**config.mk**
```make
export PLATFORM = sky130hd
export DESIGN_NAME = array_search_ctrl
export DESIGN_NICKNAME = d
export VERILOG_FILES = /design/src/rtl/array_search_ctrl.sv
export SDC_FILE = /design/constraint.sdc
export NUM_CORES = 1
export LEC_CHECK = 0
export BUFFER_PORTS_ARGS = -buffer_cell sky130_fd_sc_hd__buf_2
export CAP_MARGIN = 40
export CORE_ASPECT_RATIO = 1.2
export CORE_MARGIN = 1
export CORE_UTILIZATION = 28
export CTS_BUF_LIST = sky130_fd_sc_hd__clkbuf_16
export DETAILED_ROUTE_END_ITERATION = 8
export PLACE_DENSITY_LB_ADDON = 0.2
export SYNTH_ARGS = -nofsm -noshare
export SYNTH_HDL_FRONTEND = slang
export SYNTH_SLANG_ARGS = --single-unit
```
**constraint.sdc**
```tcl
create_clock -name clk -period 4.5 [get_ports clk]
set_input_delay 1.125 -clock clk [delete_from_list [all_inputs] [get_ports clk]]
set_output_delay 1.125 -clock clk [all_outputs]
set_load 0.01 [all_outputs]
```
**src/rtl/array_search_ctrl.sv**
```systemverilog
// array_search_ctrl
// Key-table search sequencer. Holds a DEPTH-entry table and compares it
// SIZE lanes per cycle against a latched key, reporting the lowest matching
// index. Optional macro ARRAY_SEARCH_COUNT_EN forces a full-table scan and
// adds the hit_cnt match counter; without it the scan stops at the first
// chunk that contains a match.
module array_search_ctrl #(
   parameter  int DEPTH  = 32,
   parameter  int SIZE   = 8,
   parameter  int WIDTH  = 4,
   localparam int NCHUNK = DEPTH / SIZE,
   localparam int AW     = $clog2(DEPTH),
   localparam int CW     = $clog2(DEPTH + 1)
) (
   input  logic             clk,
   input  logic             rst_n,
   input  logic             wr_en,
   input  logic [AW-1:0]    wr_addr,
   input  logic [WIDTH-1:0] wr_data,
   output logic             wr_err,
   input  logic             start,
   input  logic [WIDTH-1:0] key,
   output logic             busy,
   output logic             done,
   output logic             hit,
   output logic [AW-1:0]    hit_idx
`ifdef ARRAY_SEARCH_COUNT_EN
   ,
   output logic [CW-1:0]    hit_cnt
`endif
);

   // Chunk pointer needs at least one bit even for a single-chunk table
   localparam int CPW = (NCHUNK > 1) ? $clog2(NCHUNK) : 1;

   typedef enum logic [1:0] {
      IDLE = 2'd0,
      SCAN = 2'd1,
      DONE = 2'd2
   } state_t;

   state_t state, state_nxt;

   logic [WIDTH-1:0] tbl [DEPTH];
   logic [WIDTH-1:0] key_q;
   logic [CPW-1:0]   chunk_q;

   // A write accepted in the same cycle as start must stay invisible to that
   // search, so the overwritten entry's old value is kept aside for the scan.
   logic             ovr_vld;
   logic [AW-1:0]    ovr_addr;
   logic [WIDTH-1:0] ovr_data;

   logic [SIZE-1:0]  mask;
   logic             any_match;
   logic [AW-1:0]    match_idx;
   logic             last_chunk;
   logic             scan_exit;
   logic             start_ok;

   logic             found_q;
   logic [AW-1:0]    found_idx_q;

   assign start_ok   = (state == IDLE) && start;
   assign last_chunk = (chunk_q == CPW'(NCHUNK - 1));
   assign busy       = (state == SCAN);
   assign done       = (state == DONE);
   assign wr_err     = wr_en && (state != IDLE);

   // Per-lane equality against the latched key; an unknown entry falls to the else path and never matches
   always_comb begin
      mask = '0;
      for (int l = 0; l < SIZE; l++) begin
         if (ovr_vld && (AW'(int'(chunk_q) * SIZE + l) == ovr_addr)) begin
            if (ovr_data == key_q) begin
               mask[l] = 1'b1;
            end
         end else if (tbl[AW'(int'(chunk_q) * SIZE + l)] == key_q) begin
            mask[l] = 1'b1;
         end
      end
   end

   // Priority-encode the lowest matching lane of the current chunk into a table index
   always_comb begin
      any_match = 1'b0;
      match_idx = '0;
      for (int l = SIZE - 1; l >= 0; l--) begin
         if (mask[l]) begin
            any_match = 1'b1;
            match_idx = AW'(int'(chunk_q) * SIZE + l);
         end
      end
   end

`ifdef ARRAY_SEARCH_COUNT_EN
   logic [CW-1:0] mask_cnt;

   // Population count of the current chunk's match mask
   always_comb begin
      mask_cnt = '0;
      for (int l = 0; l < SIZE; l++) begin
         mask_cnt = mask_cnt + CW'(mask[l]);
      end
   end

   // Counting mode must see every chunk, so only the last chunk ends the scan
   always_comb begin
      scan_exit = last_chunk;
   end

   // Match counter: cleared when a search is accepted, accumulates while scanning
   always_ff @(posedge clk or negedge rst_n) begin
      if (!rst_n) begin
         hit_cnt <= '0;
      end else if (start_ok) begin
         hit_cnt <= '0;
      end else if (state == SCAN) begin
         hit_cnt <= hit_cnt + mask_cnt;
      end
   end
`else
   // Early exit: the first chunk with any match already holds the lowest index
   always_comb begin
      scan_exit = last_chunk || any_match;
   end
`endif

   // State register
   always_ff @(posedge clk or negedge rst_n) begin
      if (!rst_n) begin
         state <= IDLE;
      end else begin
         state <= state_nxt;
      end
   end

   // Next-state logic; start is only honoured in IDLE
   always_comb begin
      state_nxt = state;
      case (state)
         IDLE: if (start) state_nxt = SCAN;
         SCAN: if (scan_exit) state_nxt = DONE;
         DONE: state_nxt = IDLE;
         default: state_nxt = IDLE;
      endcase
   end

   // Key table: host writes land only while idle; writes at other times are dropped
   always_ff @(posedge clk or negedge rst_n) begin
      if (!rst_n) begin
         for (int i = 0; i < DEPTH; i++) begin
            tbl[i] <= '0;
         end
      end else if (wr_en && (state == IDLE)) begin
         tbl[wr_addr] <= wr_data;
      end
   end

   // Search context: key, chunk pointer and shadow of a same-cycle write
   always_ff @(posedge clk or negedge rst_n) begin
      if (!rst_n) begin
         key_q    <= '0;
         chunk_q  <= '0;
         ovr_vld  <= 1'b0;
         ovr_addr <= '0;
         ovr_data <= '0;
      end else if (start_ok) begin
         key_q    <= key;
         chunk_q  <= '0;
         ovr_vld  <= wr_en;
         ovr_addr <= wr_addr;
         ovr_data <= tbl[wr_addr];
      end else if ((state == SCAN) && !scan_exit) begin
         chunk_q  <= chunk_q + 1'b1;
      end
   end

   // Result tracking: the first matching chunk wins, results publish on the way into DONE
   always_ff @(posedge clk or negedge rst_n) begin
      if (!rst_n) begin
         found_q     <= 1'b0;
         found_idx_q <= '0;
         hit         <= 1'b0;
         hit_idx     <= '0;
      end else if (start_ok) begin
         found_q     <= 1'b0;
         found_idx_q <= '0;
      end else if (state == SCAN) begin
         if (any_match && !found_q) begin
            found_q     <= 1'b1;
            found_idx_q <= match_idx;
         end
         if (scan_exit) begin
            hit     <= found_q || any_match;
            hit_idx <= found_q ? found_idx_q : match_idx;
         end
      end
   end

endmodule

```
==> results.cfg <==
[outcome]
run_status = complete, no violations

[global_route]
grt_pass1_vias = 6075
grt_max_degree = 51
gr-usage-all-layers_pct = 17.1
antenna_found_initial = 1
overflow = 0
grt_pass1_wl_microns = 39900

[run]
drv_cap = 0

[place]
dp.cells = 1034
place_hpwl_microns = 19100
routabilityCongestion = 0.854
dpl_worst_slack_ns = 0.797
portBuffers = 25

[timing]
rsz0062_at_grt = no
whs_ns = 0.504
tns_ns = 0
slew_headroom_pct = 41.5
hold_viol = 0
worst_slack_ns = 0.826
layout_min_cycle_time_ns = 3.67
finClkSkew_ns = 0.0104
fmax_mhz = 272
drv_slew = 0
finalCritPeriodShare_pct = 81.7
worst_pin_slew_ns = 0.878
setup_viol = 0

[clock_tree]
cts_tree = yes
ctsLongestPathBuffers = 2
cts_resized = 0
clk-insertion-delay-late_ns = 0.44
cts.hold.buffers_added = 0
htreeDepth = 4
cts_root_buf = clkbuf_16
cts_setup_buffers = 0
numCtsBuffers = 17
cts.sink_count = 158
path_clk_slew_ns = 0.07

[synthesis]
synthTopCellsByArea = dfrtp_1, mux2_2, mux4_2
syn_avg_cell_area_sq_um = 13.8
synthesis.nets = 656
synth_warnings = 0
ys_ff_latch = 158
synth_most_common_cell = dfrtp_1
synth_edf_count = 0
mappedNetlistArea_sq_mm = 0.00877
netlist_top_cells_count = dfrtp_1, mux2_2, mux4_2, nand2_1, xnor2_1
synthFlopType = dfrtp_1
synth-seq-area-share_pct = 45.1
async_reset_ff_share_pct = 100
syn_inst = 638
synth_top_cell_area_share_pct = 45.1
yosysTopAreaCell = dfrtp_1
yosys.cell_types.count = 58

[floorplanning]
die_h_microns = 196
start_util_pct = 28.6
core_sq_mm = 0.0307
die_width_microns = 164
rows = 70
ios = 26
die_area_sq_mm = 0.0320

[critical_path]
crit_arrival_ns = 4.00
crit_type = reg -> reg
path_max_fanout = 23
cp-end-kind = flop
crit_path_start_kind = flop
required_ns = 4.82

[detailed_routing]
avgRoutedWirePerCell_microns = 24.3
ant_nets = 0
routed-via-count = 5720
vias_per_cell = 5.37
drt_iter0_markers = 416
drc = 0
drt_wl_total_microns = 25900
first_pass_iters = 4

[layout]
syn_to_final_growth_pct = 13.8
fillCellCount = 3026
fin_nets = 675
final_cells = 1066
multiInputGateArea_sq_mm = 0.00457
drive_gt1_share_pct = 41.7
seq_area_sq_mm = 0.00396

[pwr]
p_per_area_mw_per_mm2 = 628
power_leakage_nw = 4.24
ir_worst_vdd_mv = 0.345
power_mw = 6.27

[worst_hold_path]
hold_class = reg -> reg
worst max-delay path: stages, from the launching register on:
cell	delay (ns)
dfrtp_2	0.79
buf_4	0.45
mux4_2	0.56
xnor2_1	0.13
o2111ai_1	0.14
o22ai_1	0.20
nor4_4	0.40
nand2_2	0.18
o21a_1	0.35
mux2_4	0.35
registers in the layout, indices dropped and copies added (netlist names):
signal       flops
tbl            128
found_idx_q      5
hit_idx          5
ovr_addr         5
key_q            4
ovr_data         4
chunk_q          2
state            2
found_q          1
hit              1
ovr_vld          1
area by class of cell:
type                       instances  share of cell area, %
inverter                           4                  0.150
sequential                       158                   39.6
clock inverter                    14                   2.18
timing repair buffer              43                   3.07
clock buffer                      17                   4.26
tap                              396                   4.96
antenna                            1                 0.0251
multi-input combinational        433                   45.7
placed cells by master (no fill, tap or decap), drive strengths merged, types with 4 or more instances in the layout:
| master | Yosys | final |
|---|---|---|
| mux2i | 13 | 13 |
| buf | 16 | 43 |
| a21oi | 7 | 7 |
| o21ai | 14 | 14 |
| bufinv | 0 | 5 |
| and2 | 4 | 4 |
| nand2b | 5 | 5 |
| xor2 | 13 | 13 |
| clkbuf | 27 | 17 |
| nor2b | 7 | 7 |
| mux2 | 148 | 148 |
| nor2 | 25 | 25 |
| nor3 | 5 | 5 |
| a22oi | 12 | 12 |
| nand2 | 45 | 45 |
| xnor2 | 27 | 27 |
| mux4 | 60 | 60 |
| dfrtp | 158 | 158 |
| inv | 4 | 7 |
| clkinv | 0 | 4 |
final timing paths:
path | start | endpoint | slack, ns | cells past startpoint
setup / recovery | chunk_q[0] | hit_idx[3] | 0.83 | 9
hold / removal | ovr_data[0] | ovr_data[0] | 0.50 | 2
setup reg to reg | chunk_q[0] | hit_idx[3] | 0.83 | 9
hold reg to reg | ovr_data[0] | ovr_data[0] | 0.50 | 2
max in group asynchronous | rst_n | tbl[45] | 2.89 | 3
min in group asynchronous | rst_n | tbl[113] | 0.64 | 1
logic make-up after synthesis:
logic type      count (synthesis)  synth area share [%]
compound gates                 59                  5.02
xor+xnor                       40                  3.99
fa+ha+maj                       1                 0.143
buf+inv                        47                  2.88
flops                         158                  45.1
mux                           221                  36.6
simple gates                  112                  6.33
metrics by stage:
stage          util [%]  area (sq um)
6_report           32.6          9980
5_1_grt            32.6          9980
4_1_cts            32.6          9980
3_5_place_dp       30.5          9340
3_3_place_gp       30.3          9280
2_1_floorplan         -          8770
power by group:
part / switching [mW] / internal (mW) / total (mW)
Sequential: 0.567 / 1.86 / 2.42
Combinational: 1.04 / 1.21 / 2.25
Clock: 0.612 / 0.983 / 1.60
Total: 2.22 / 4.05 / 6.27
metal layers:
metal  GRT usage [%]  vias to the layer above  wire length, microns
li1                -                     2441                     -
met1            21.7                     3057                 10900
met2            28.4                      183                 12900
met3            3.30                       39                  1280
met4            7.17                        0                   854
met5               0                        -                     0
Note: power is estimated with default switching activity, not from simulation.
